===== config.mk =====
export PLATFORM = sky130hd
export DESIGN_NAME = instr_fetch_unit_flat
export DESIGN_NICKNAME = d
export VERILOG_FILES = /design/src/rtl/instr_memory_if.sv /design/src/rtl/instr_fetch_unit.sv /design/src/flat_wrapper.sv
export SDC_FILE = /design/constraint.sdc
export NUM_CORES = 1
export LEC_CHECK = 0
export ABC_CLOCK_PERIOD_IN_PS = 5000
export CORE_UTILIZATION = 35
export CTS_CLUSTER_DIAMETER = 40
export DETAILED_ROUTE_END_ITERATION = 7
export SYNTH_ARGS = -nofsm -noshare
export SYNTH_HDL_FRONTEND = slang
export SYNTH_SLANG_ARGS = --single-unit

===== constraint.sdc =====
create_clock -name clk -period 5 [get_ports clk]
set_input_delay 0.5 -clock clk [delete_from_list [all_inputs] [get_ports clk]]
set_output_delay 0.5 -clock clk [all_outputs]
set_load 0.005 [all_outputs]

===== src/rtl/instr_memory_if.sv =====
// Instruction memory port: the fetch unit drives addr, memory returns instr in the same cycle.
interface instr_memory_if;
    logic [31:0] addr;
    logic [31:0] instr;

    modport master (output addr, input instr);
    modport slave  (input addr, output instr);
endinterface


===== src/rtl/instr_fetch_unit.sv =====
// Instruction fetch unit: sequential PC generation into a small registered buffer,
// with redirect/flush, halt-and-drain and a misaligned-target pulse.
module instr_fetch_unit #(
    parameter logic [31:0] RESET_PC   = 32'h0000_0000,
    parameter int          FIFO_DEPTH = 2
) (
    input  logic                  clk,
    input  logic                  rst_n,
    instr_memory_if.master        instr_mem_if,
    input  logic                  redirect_valid,
    input  logic [31:0]           redirect_pc,
    input  logic                  halt,
    output logic                  out_valid,
    input  logic                  out_ready,
    output logic [31:0]           out_instr,
    output logic [31:0]           out_pc,
    output logic                  misalign_pulse,
    output logic [1:0]            fsm_state
);

    localparam int PW = (FIFO_DEPTH > 1) ? $clog2(FIFO_DEPTH) : 1;
    localparam int CW = PW + 1;

    typedef enum logic [1:0] {
        BOOT   = 2'd0,
        FETCH  = 2'd1,
        HALTED = 2'd2
    } state_t;

    state_t          state, state_nxt;
    logic [31:0]     fetch_pc;
    logic [31:0]     buf_pc    [FIFO_DEPTH];
    logic [31:0]     buf_instr [FIFO_DEPTH];
    logic [PW-1:0]   wr_ptr, rd_ptr;
    logic [CW-1:0]   count;
    logic            push, pop, flush;

    // Handshake: an entry transfers on any rising edge where out_valid && out_ready;
    // the head stays put otherwise. A redirect flushes even the entry being popped.
    assign pop               = out_valid && out_ready;
    assign out_valid         = (count != '0);
    assign out_pc            = buf_pc[rd_ptr];
    assign out_instr         = buf_instr[rd_ptr];
    assign instr_mem_if.addr = fetch_pc;
    assign fsm_state         = state;

    always_comb begin
        state_nxt = state;
        push      = 1'b0;
        flush     = 1'b0;
        case (state)
            BOOT: state_nxt = FETCH;
            FETCH: begin
                flush = redirect_valid;
                push  = !redirect_valid && ((count < CW'(FIFO_DEPTH)) || pop);
                if (halt && !redirect_valid) state_nxt = HALTED;
            end
            HALTED: begin
                flush = redirect_valid;
                if (!halt || redirect_valid) state_nxt = FETCH;
            end
            default: state_nxt = BOOT;
        endcase
    end

    always_ff @(posedge clk or negedge rst_n) begin
        if (!rst_n) begin
            state          <= BOOT;
            fetch_pc       <= RESET_PC;
            count          <= '0;
            wr_ptr         <= '0;
            rd_ptr         <= '0;
            misalign_pulse <= 1'b0;
        end else begin
            state          <= state_nxt;
            misalign_pulse <= flush && (redirect_pc[1:0] != 2'b00);
            if (flush) begin
                fetch_pc <= {redirect_pc[31:2], 2'b00};
                count    <= '0;
                wr_ptr   <= '0;
                rd_ptr   <= '0;
            end else begin
                if (push) begin
                    fetch_pc <= fetch_pc + 32'd4;
                    wr_ptr   <= wr_ptr + PW'(1);
                end
                if (pop) rd_ptr <= rd_ptr + PW'(1);
                if (push && !pop)      count <= count + CW'(1);
                else if (pop && !push) count <= count - CW'(1);
            end
        end
    end

    // Storage is cleared on reset so the head reads zero while the block is held in reset.
    always_ff @(posedge clk or negedge rst_n) begin
        if (!rst_n) begin
            for (int i = 0; i < FIFO_DEPTH; i++) begin
                buf_pc[i]    <= '0;
                buf_instr[i] <= '0;
            end
        end else if (push) begin
            buf_pc[wr_ptr]    <= fetch_pc;
            buf_instr[wr_ptr] <= instr_mem_if.instr;
        end
    end

endmodule


===== src/flat_wrapper.sv =====
// flat-port wrapper written by rule: the top's interface ports become plain ports
module instr_fetch_unit_flat 
#(
    parameter logic [31:0] RESET_PC   = 32'h0000_0000,
    parameter int          FIFO_DEPTH = 2
)
  (clk, rst_n, redirect_valid, redirect_pc, halt, out_valid, out_ready, out_instr, out_pc, misalign_pulse, fsm_state, instr_mem_if_addr, instr_mem_if_instr);
  instr_memory_if instr_mem_if_i ();
  input  logic clk;
  input  logic rst_n;
  input  logic redirect_valid;
  input  logic [31:0] redirect_pc;
  input  logic halt;
  output logic out_valid;
  input  logic out_ready;
  output logic [31:0] out_instr;
  output logic [31:0] out_pc;
  output logic misalign_pulse;
  output logic [1:0] fsm_state;
  output wire logic [$bits(instr_mem_if_i.addr)-1:0] instr_mem_if_addr;
  input wire logic [$bits(instr_mem_if_i.instr)-1:0] instr_mem_if_instr;
  assign instr_mem_if_addr = instr_mem_if_i.addr;
  assign instr_mem_if_i.instr = instr_mem_if_instr;
  instr_fetch_unit #(.RESET_PC(RESET_PC), .FIFO_DEPTH(FIFO_DEPTH)) u_core (.clk(clk), .rst_n(rst_n), .instr_mem_if(instr_mem_if_i), .redirect_valid(redirect_valid), .redirect_pc(redirect_pc), .halt(halt), .out_valid(out_valid), .out_ready(out_ready), .out_instr(out_instr), .out_pc(out_pc), .misalign_pulse(misalign_pulse), .fsm_state(fsm_state));
endmodule

---- Yosys cells after proc, flatten, opt, wreduce, memory -nomap -nowiden ----
Index checks and enable logic that the tools add are counted.
word-level totals
  bits in registers ....................... 167
  word-level logic and storage cells ...... 70
cells by class
  add/subtract/negate cells ............... 5
  magnitude comparators ................... 4
  eq/ne operators ......................... 4
  multiplexer cells ....................... 24
  bitwise operators ....................... 2
  reduce and logical (&&, ||, !) cells .... 21
operators by type and width
  cell                   count
  $mux 32                9
  $bwmux 64              2
  $add 32x3->32 const B  1
  $demux 32 s1           1
  $mux 2                 5
  $reduce_bool 2->1      4
  $logic_and 1x1->1      7
  $mux 1                 6
  $pmux 2 s3             1
  $ge 2x2->1 const B     2
  $logic_not 1->1        4
  $ne 2x1->1 const B     2
  $not 1->2              2
  $reduce_bool 3->1      1
  $add 1x1->1 const B    2
  $add 2x1->2 const B    1
  $eq 2x1->1 const B     1
  $eq 2x2->1 const B     1
  $logic_not 2->1        1
  $logic_or 1x1->1       2
  $lt 2x1->1 const B     1
  $lt 2x2->1 const B     1
  $reduce_and 2->1       1
  $reduce_or 2->1        1
  $sub 2x1->2 const B    1

---- Logic depth before layout (Yosys ltp) ----
Gate-level depths: netlist (run 1).
  word-level depth ........................ 10
  gate-level depth with buffers ........... 9
  mapped depth without buffers ............ 9

---- Least setup slack after synthesis (run 1) ----
Ideal clock, no wire load.
  path kind ............................... register to register
  start ................................... register u_core.state[1] (netlist: u_core.fsm_state[1])
  end ..................................... register u_core.buf_instr[32] (netlist name)
  arrival ................................. 2008 ps
  slack ................................... 2867 ps
  cell stages (with the launch flop) ...... 8
  cell sequence ........................... dfrtp_1 -> inv_1 -> ha_1 -> nor2b_1 -> nand2_1 -> nor2_1 -> clkbuf_1 -> mux2_2
between the ends
  longest elaborated chain between the ends .. 2
RTL lines
  item                            line                     RTL
  start: declaration              instr_fetch_unit.sv:30   state_t state, state_nxt;
  start signal: assignment        instr_fetch_unit.sv:75   state <= state_nxt;
  $eq 2x1->1                      instr_fetch_unit.sv:51   case (state)
  $mux 1                          instr_fetch_unit.sv:51
  end signal: indexed assignment  instr_fetch_unit.sv:103  buf_instr[wr_ptr] <= instr_mem_if.instr;
  end: declaration                instr_fetch_unit.sv:33   logic [31:0] buf_instr [FIFO_DEPTH];
Every way passes these cells.
A chain may end at the register's enable or synchronous reset.

---- Final worst setup path (run 1) ----
  start ................................... register u_core.rd_ptr
  end ..................................... output port out_pc[31]
between the ends
  longest elaborated chain between the ends .. 4
RTL lines
  item                                         line                    RTL
  start: declaration                           instr_fetch_unit.sv:34  logic [PW-1:0] wr_ptr, rd_ptr;
  start signal: assignment                     instr_fetch_unit.sv:87  if (pop) rd_ptr <= rd_ptr + PW'(1);
  $not 1->2 (implied by the code)              instr_fetch_unit.sv:42  assign out_pc = buf_pc[rd_ptr];
  $mux 32 (implied by the code) (3 in series)  instr_fetch_unit.sv:42
  end: declaration                             flat_wrapper.sv:17      output logic [31:0] out_pc;
Every way passes these cells. The select of a mux whose other input is x is not followed.

==> out/metrics.csv, run 1 <==
stage,metric,value,unit
timing,final_hold_viol_count,0,
synthesis,ys_seq_area_frac,0.536,
route,drt_first_pass_iters,4,
min_path,hold_class,input port to async pin,
final_layout,fin_cells,1025,
synthesis,avgSynthCellArea,12.9,sq um
cts,clockBufferDepth,2,
synthesis,ys_seq_elements,161,
die,core,21000,sq um
cts,clkTransAtPathRegs,0.07,ns
global_routing,overflow,0,
timing,maxSlewHeadroom,0.312,
cts,cts_root_buffer,clkbuf_16,
worst_setup_path,crit_type,flip-flop to output pin,
power_and_ir_drop,power_density,645,nW/um^2
cts,h-tree-depth,4,
timing,fin_skew,0.0112,ns
power_and_ir_drop,max-vdd-ir-drop,0.000301,V
final_layout,layout_commonest_cell,mux2_2,
final_layout,drive_gt1_frac,0.311,
timing,min_period_over_period,0.650,
worst_setup_path,cp-start-kind,flip-flop,
timing,fin_crit,3.25,ns
synthesis,synth_edf_count,0,
final_layout,area_growth,32.2,%
route,routed_wl,17900,um
timing,setup_viol,0,
power_and_ir_drop,totalPowerFinal,6420,uW
synthesis,synth_cells,584,
worst_setup_path,reg2reg_slack,2.07,ns
route,drt-vias-per-instance,4.89,
timing,max_freq,308,MHz
final_layout,final_cell_mix,"180 x mux2_2, 163 x clkdlybuf4s50_1, 160 x dfrtp_1",
cts,holdBufCountCts,0,
global_routing,grt_pass1_vias,5451,
route,drtAntennaViolNets,0,
place,portBuffers,164,
worst_setup_path,end_kind,output pin,
synthesis,synth_area,7520,sq um
global_routing,global_route.usage.total,0.171,
power_and_ir_drop,total_leakage_power,0.00414,uW
cts,post_cts_buffers,0,
final_layout,final_nets,813,
final_layout,antenna_cells,0,
die,die_h,149,um
global_routing,antenna_found_initial,0,
place,dp.cells,993,
global_routing,grt_pass1_wl,29100,um
die,num_rows,53,
timing,finalMaxSlewViolations,0,
final_layout,multi_input_area,3250,sq um
global_routing,grt_max_degree,92,
synthesis,ys.flop_type,dfrtp_1,
die,io_pins,169,
final_layout,register_area,4030,sq um
die,die_area,22100,sq um
final_layout,n_fill_cell,1895,
route,drt_iter0_markers,168,
place,dp_hpwl,11700,um
worst_setup_path,cp_cell_sequence,buf_4 > mux2_2 > clkdlybuf4s50_1,
cts,numCtsBuffers,17,
synthesis,async_flop_share,1.00,
cts,insertion_delay,0.43,ns
status,status,"complete, no violations",
cts,cts_sinks,161,
route,wl_per_cell,17.5,um
worst_setup_path,worstPathArrival,2.75,ns
route,drc,0,
worst_setup_path,path_max_fanout,35,
timing,max_slew.worst_pin.slew,1.03,ns
synthesis,synth.distinct_cells,47,
flow_run,max_cap_viol_count,0,
timing,fin_setup_tns,0,ns
place,gp_congestion,0.764,
worst_setup_path,worst_path_largest_cell_delay,0.82,ns
worst_setup_path,cp.required,4.50,ns
die,initial_core_util,0.358,
die,die_w,149,um
cts,cts_tree,yes,
worst_setup_path,cpMaxStageDelayCell,dfrtp_2,
synthesis,yosys_warnings,0,
route,num_vias,5017,
cts,ctsResizeCount,0,
timing,rsz0062_at_grt,false,
[report_power, final]
group / switching (uW) / internal [uW] / total [uW]
Clock: 570 / 715 / 1280
Sequential: 499 / 1920 / 2420
Combinational: 963 / 1750 / 2710
Total: 2030 / 4380 / 6420
[worst max-delay path: cells and delay by family (launching register included)]
kind	cells	cell delay, ns
buffers and inverters	2	1.08
flip-flops	1	0.82
multiplexers	1	0.40
[final timing paths]
kind,start,endpoint,depth (start not counted)
max reg2reg,u_core.fsm_state[1],u_core.buf_pc[59],7
min in group clk,u_core.buf_pc[15],u_core.buf_pc[15],2
max,u_core.rd_ptr,out_pc[31],3
min,rst_n,u_core.buf_instr[13],1
max in group asynchronous,rst_n,u_core.buf_pc[44],2
min reg2reg,u_core.buf_pc[15],u_core.buf_pc[15],2
[cell families after synthesis]
logic type,share of synthesized area
xor gates and xnor gates,0.0326
other,0.000499
AOI/OAI and AO/OA,0.0323
adders and majority gates,0.0116
muxes,0.271
DFF,0.536
and+or+nand+nor,0.0810
buffers and inverters,0.0356
[layout make-up]
class	count	share of cell area
Clock buffer	18	0.0442
Timing Repair Buffer	169	0.170
Sequential cell	161	0.405
Multi-Input combinational cell	376	0.327
Tap cell	275	0.0346
Clock inverter	14	0.0143
Inverter	12	0.00453
[cell usage after synthesis (2+ instances only)]
cell	number	area [sq um]
nor3_1	8	40.0
nand3_1	9	45.0
buf_4	4	30.0
nor4_2	2	25.0
nor4_4	3	63.8
clkbuf_8	2	27.5
o21ai_1	8	40.0
nand4_2	2	25.0
buf_6	2	22.5
o21ai_0	26	130
xor2_1	6	52.6
inv_1	12	45.0
nand2_1	47	176
nand4_1	4	25.0
xnor2_1	22	193
a21oi_1	2	10.0
dfrtp_1	161	4030
clkbuf_1	19	71.3
mux2_2	180	2030
or3_1	2	12.5
nor2_1	14	52.6
buf_1	7	26.3
ha_1	7	87.6
and3_1	2	12.5
nor2b_1	2	12.5
and2_1	2	12.5
nor4_1	8	50.1
and4_1	2	17.5
[per-stage QoR]
step	worst slack [ns]	utilization	hold slack, ns	cell area [sq um]
after floorplan	2.87	-	0.204	7530
after global placement	1.82	0.445	0.457	9360
after detailed placement	1.77	0.445	0.467	9360
after CTS	1.65	0.473	0.172	9950
after global routing	1.59	0.473	0.191	9950
final	1.75	0.473	0.135	9950
[routing by layer]
layer | track usage | vias to the layer above | wire length [um]
li1 | - | 2354 | -
met1 | 0.216 | 2531 | 7950
met2 | 0.296 | 116 | 9130
met3 | 0.0325 | 16 | 660
met4 | 0.0546 | 0 | 197
met5 | 0 | - | 0
[flip-flops by register name, summed over array words and instances (netlist names)]
| name | cells |
|---|---|
| u_core.wr_ptr | 1 |
| u_core.misalign_pulse | 1 |
| u_core.rd_ptr | 1 |
| u_core.buf_instr | 64 |
| u_core.instr_mem_if.addr | 30 |
| u_core.buf_pc | 60 |
| u_core.fsm_state | 2 |
| u_core.count | 2 |
No activity file was read; power rests on OpenSTA's default activity.
==> run 2: changes to the inputs <==
ABC_CLOCK_PERIOD_IN_PS = 3000   (was 5000)
clock period = 3 ns   (was 5 ns; I/O delays follow)
==> run 2 against run 1 <==
Combinational power grew 70%. Register-to-register slack worse by 1.6 ns. Via count rose by 2.3%. Count of clock-buffer cells in the layout is 1 higher. Die area is the same. Critical path type unchanged. Clock skew hardly changed. Worst hold slack improved by 0.28 ns. Final cell count up 0.68%. Core utilization increased by 0.60 points. Sequential share of layout area decreased by 0.50 points. Critical endpoint unchanged. Sequential power grew 67%.
==> out/metrics.csv, run 2 (synthesized netlist as in run 1, its figures left out) <==
stage,metric,value,unit
status,status,"complete, no violations",
cts,clkTransAtPathRegs,0.06,ns
global_routing,antenna_found_initial,1,
timing,rsz0062_at_grt,false,
final_layout,final_nets,821,
worst_setup_path,end_kind,output pin,
route,drtAntennaViolNets,0,
timing,max_freq,392,MHz
timing,fin_setup_tns,0,ns
flow_run,max_cap_viol_count,0,
final_layout,final_cell_mix,"180 x mux2_2, 163 x clkdlybuf4s50_1, 160 x dfrtp_1",
global_routing,grt_pass1_vias,5411,
route,wl_per_cell,17.4,um
cts,insertion_delay,0.43,ns
die,num_rows,53,
final_layout,regMostFlops,u_core.buf_instr,
place,gp_congestion,0.744,
timing,min_period_over_period,0.850,
global_routing,grt_max_degree,70,
power_and_ir_drop,total_leakage_power,0.00421,uW
min_path,hold_class,input port to async pin,
timing,fin_skew,0.0115,ns
timing,fin_crit,2.55,ns
die,die_h,149,um
final_layout,area_growth,33.9,%
cts,ctsResizeCount,0,
die,initial_core_util,0.358,
route,drt-vias-per-instance,4.97,
die,core,21000,sq um
worst_setup_path,worstPathArrival,2.25,ns
cts,clockBufferDepth,2,
route,routed_wl,17900,um
route,drt_iter0_markers,258,
worst_setup_path,path_max_fanout,15,
final_layout,layout_commonest_cell,mux2_2,
place,portBuffers,164,
final_layout,n_fill_cell,1878,
worst_setup_path,cp-start-kind,flip-flop,
timing,finalMaxSlewViolations,0,
global_routing,overflow,0,
worst_setup_path,crit_type,flip-flop to output pin,
die,die_w,149,um
route,drt_first_pass_iters,4,
route,drc,0,
cts,cts_tree,yes,
cts,numCtsBuffers,17,
global_routing,grt_pass1_wl,28700,um
power_and_ir_drop,max-vdd-ir-drop,0.000544,V
timing,setup_viol,0,
final_layout,drive_gt1_frac,0.315,
worst_setup_path,cp.required,2.70,ns
cts,cts_sinks,161,
timing,final_hold_viol_count,0,
final_layout,final_util,0.479,
place,post_dp_cell_area,9470,sq um
timing,maxSlewHeadroom,0.497,
cts,h-tree-depth,4,
place,dp_hpwl,12000,um
timing,max_slew.worst_pin.slew,0.755,ns
final_layout,final_area,10100,sq um
final_layout,largest_reg_flops,64,
power_and_ir_drop,power_density,1080,nW/um^2
route,num_vias,5130,
cts,cts_root_buffer,clkbuf_16,
die,io_pins,169,
die,die_area,22100,sq um
global_routing,global_route.usage.total,0.169,
==> run 2: cell types whose count changed in the layout (fill, tap and decap cells not counted), sizes merged <==
cell | previous run | this run
buf | 6 | 13
bufinv | 1 | 3
clkbuf | 18 | 19
clkinv | 2 | 6
clkinvlp | 4 | 2
diode | 0 | 1
dlygate4sd3 | 0 | 1
inv | 19 | 12
==> run 2: final timing paths <==
| kind | startpoint | to | slack (ns) | depth (start not counted) |
|---|---|---|---|---|
| min reg2reg | u_core.buf_pc[13] | u_core.buf_pc[13] | 0.48 | 2 |
| max in group asynchronous | rst_n | u_core.buf_pc[63] | 1.69 | 3 |
| min | rst_n | u_core.buf_instr[45] | 0.41 | 2 |
| min in group clk | redirect_pc[25] | u_core.instr_mem_if.addr[25] | 0.41 | 3 |
| max reg2reg | u_core.fsm_state[1] | u_core.buf_instr[30] | 0.47 | 8 |
| max | u_core.rd_ptr | out_pc[31] | 0.45 | 3 |
==> run 2: cell type report <==
cell class,count,area (sq um),share of cell area
antenna,1,2.50,0.000248
clock buffer,19,453,0.0450
clock inverter,11,139,0.0138
inverter,12,45.0,0.00447
multi-input combinational,376,3250,0.323
sequential,161,4030,0.400
tap,275,344,0.0342
timing repair buffer,177,1810,0.179
==> run 2: power breakdown <==
part	switching, uW	internal [uW]	total (uW)
Clock	865	1340	2200
Sequential	828	3200	4030
Combinational	1630	2980	4610
Total	3330	7520	10800
==> run 2: worst max-delay path, stage by stage (launching register included) <==
cell and delay (ns):
dfrtp_2 0.71, buf_4 0.29, mux2_2 0.35, clkdlybuf4s50_1 0.48
==> run 2: what timing repair did <==
item | in CTS | in global routing
hold buffers | 1 | 0
buffers inserted | 0 | 0
hold endpoints to repair | 56 | 0
==> run 2: per-layer routing <==
metal  up-vias  part of all wire  global-route usage
met5         -                 0                   0
met4         0             0.016              0.0639
met3        21             0.036              0.0325
met2       117              0.49               0.279
met1      2629              0.45               0.220
li1       2363                 -                   -
==> run 2: stage by stage <==
stage	power [uW]	hold WS, ns	instances	setup slack, ns
2_1_floorplan	6270	0.00441	587	0.867
3_3_place_gp	8560	0.299	1000	0.474
3_5_place_dp	8740	0.309	1000	0.400
4_1_cts	11000	0.396	1031	0.412
5_1_grt	11500	0.419	1032	0.232
6_report	10800	0.410	1032	0.451
==> run 3: changes to the inputs <==
ABC_CLOCK_PERIOD_IN_PS = 2200   (was 3000)
clock period = 2.2 ns   (was 3 ns; I/O delays follow)
==> run 3 against run 2 <==
Clock power rose by 25%. Worst setup slack got worse by 0.43 ns. Worst hold slack got worse by 0.070 ns. Combinational power increased by 46%. Cell area up 1.8%. Sequential power grew 33%. Routed wire length increased by 1.7%. Critical path depth did not move. Total power rose by 36%. Critical endpoint is now out_pc[2].
==> out/metrics.csv, run 3 (synthesized netlist as in run 1, its figures left out) <==
stage,metric,value,unit
status,status,"complete, no violations",
timing,max_freq,458,MHz
route,drt_iter0_markers,210,
worst_setup_path,crit_type,flip-flop to output pin,
cts,numCtsBuffers,17,
worst_setup_path,cpMaxStageDelayCell,clkdlybuf4s50_1,
min_path,hold_class,input port to async pin,
cts,clkTransAtPathRegs,0.06,ns
place,dp.cells,1021,
worst_setup_path,cp-start-kind,flip-flop,
final_layout,final_util,0.488,
route,wl_per_cell,17.3,um
place,dp_hpwl,12500,um
die,num_rows,53,
timing,finalMaxSlewViolations,0,
worst_setup_path,end_kind,output pin,
worst_setup_path,cp_cell_sequence,buf_4 > mux2_2 > clkdlybuf4s50_1,
timing,maxSlewHeadroom,0.631,
global_routing,grt_pass1_vias,5517,
route,drt_first_pass_iters,4,
die,initial_core_util,0.358,
place,dp_slack,0.0496,ns
timing,min_period_over_period,0.992,
final_layout,largest_reg_flops,64,
power_and_ir_drop,intPower,10300,uW
power_and_ir_drop,p_comb_frac,0.454,
timing,setup_viol,0,
worst_setup_path,cp.required,1.98,ns
cts,cts_sinks,161,
power_and_ir_drop,netSwitchingPower,4540,uW
worst_setup_path,path_max_fanout,20,
place,gp_congestion,0.815,
worst_setup_path,worst_path_largest_cell_delay,0.47,ns
timing,fin_ws,0.0167,ns
place,portBuffers,164,
cts,cts_root_buffer,clkbuf_16,
global_routing,antenna_found_initial,0,
power_and_ir_drop,power_density,1440,nW/um^2
worst_setup_path,crit_family,buffers and inverters,
final_layout,final_nets,842,
timing,fin_setup_tns,0,ns
timing,final_hold_viol_count,0,
global_routing,global_route.usage.total,0.172,
die,die_w,149,um
route,routed_wl,18200,um
final_layout,layout_commonest_cell,mux2_2,
power_and_ir_drop,total_leakage_power,0.00435,uW
flow_run,max_cap_viol_count,0,
cts,cts_tree,yes,
global_routing,overflow,0,
cts,clockBufferDepth,2,
die,core,21000,sq um
cts,insertion_delay,0.43,ns
timing,fin_skew,0.0161,ns
power_and_ir_drop,pwr-share-clk,0.185,
place,post_dp_cell_area,9670,sq um
cts,h-tree-depth,4,
power_and_ir_drop,p_seq_frac,0.361,
route,drt-vias-per-instance,4.89,
route,drc,0,
final_layout,antenna_cells,0,
final_layout,final_area,10200,sq um
final_layout,regMostFlops,u_core.buf_instr,
worst_setup_path,crit_buf_inv,2,
final_layout,fin_cells,1051,
timing,rsz0062_at_grt,true,
die,die_h,149,um
final_layout,final_cell_mix,"179 x mux2_2, 160 x dfrtp_1, 159 x clkdlybuf4s50_1",
global_routing,grt_max_degree,64,
final_layout,drive_gt1_frac,0.330,
die,io_pins,169,
route,num_vias,5142,
power_and_ir_drop,switching_share,0.307,
power_and_ir_drop,max-vdd-ir-drop,0.000605,V
die,die_area,22100,sq um
final_layout,area_growth,36.2,%
route,drtAntennaViolNets,0,
timing,fin_crit,2.18,ns
timing,max_slew.worst_pin.slew,0.553,ns
worst_setup_path,worstPathArrival,1.96,ns
global_routing,grt_pass1_wl,29300,um
-- run 3: cell types whose count changed in the layout (fill, tap and decap cells not counted), moves of 2 or more --
cell / delta
buf_12: +4
buf_4: +17
bufinv_16: -2
clkbuf_1: +4
clkdlybuf4s50_1: -4
clkinv_2: -3
dlymetal6s2s_1: +3
-- run 3: cell type report --
class / count / area, sq um
flip-flops and latches: 161 / 4030
inverters: 12 / 45.0
multi-input cells: 376 / 3270
clock buffers: 24 / 482
fillers: 1819 / 10800
clock inverters: 5 / 56.3
repair buffers: 198 / 2020
well taps: 275 / 344
-- run 3: path summary, 6_finish.rpt --
kind | end | depth (start not counted) | from | slack, ns
setup reg to reg | u_core.instr_mem_if.addr[22] | 6 | u_core.instr_mem_if.addr[12] | 0.09
hold reg to reg | u_core.buf_pc[9] | 2 | u_core.buf_pc[9] | 0.48
max in group asynchronous | u_core.buf_instr[19] | 3 | rst_n | 1.11
hold / removal | u_core.buf_instr[45] | 2 | rst_n | 0.34
setup / recovery | out_pc[2] | 3 | u_core.rd_ptr | 0.02
min in group clk | u_core.instr_mem_if.addr[22] | 3 | redirect_pc[22] | 0.35
-- run 3: worst register-to-register path, cell delays in order (launching register included) --
cell and delay (ns):
dfrtp_1 0.45, nand4_2 0.17, or4_4 0.63, buf_4 0.23, nor4_2 0.30, xnor2_1 0.15, o21ai_1 0.07
-- run 3: power groups by stage --
stage,sequential [uW],combinational [uW],clock (uW)
2_1_floorplan,5120,3440,0
3_3_place_gp,5260,6680,0
3_5_place_dp,5380,6810,0
4_1_cts,5330,6850,2830
5_1_grt,5530,7280,2950
6_report,5340,6720,2740
-- run 3: timing repair --
action	in CTS	in global routing
endpoints found under the setup margin	3	72
endpoints found under the hold margin	55	0
resized for setup	2	7
setup buffers	0	0
hold buffers	1	0
pin swaps	0	0
-- run 3: through the flow --
step                      total power [uW]  hold WS [ns]
after floorplan                       8560       -0.0756
after global placement               11900         0.227
after detailed placement             12200         0.239
after CTS                            15000         0.337
after global routing                 15800         0.367
final                                14800         0.340
-- run 3: metal layers --
metal | GRT usage | wire, um
met2 | 0.295 | 9220
met4 | 0.0567 | 240
met5 | 0 | 0
met3 | 0.0319 | 745
met1 | 0.216 | 8030
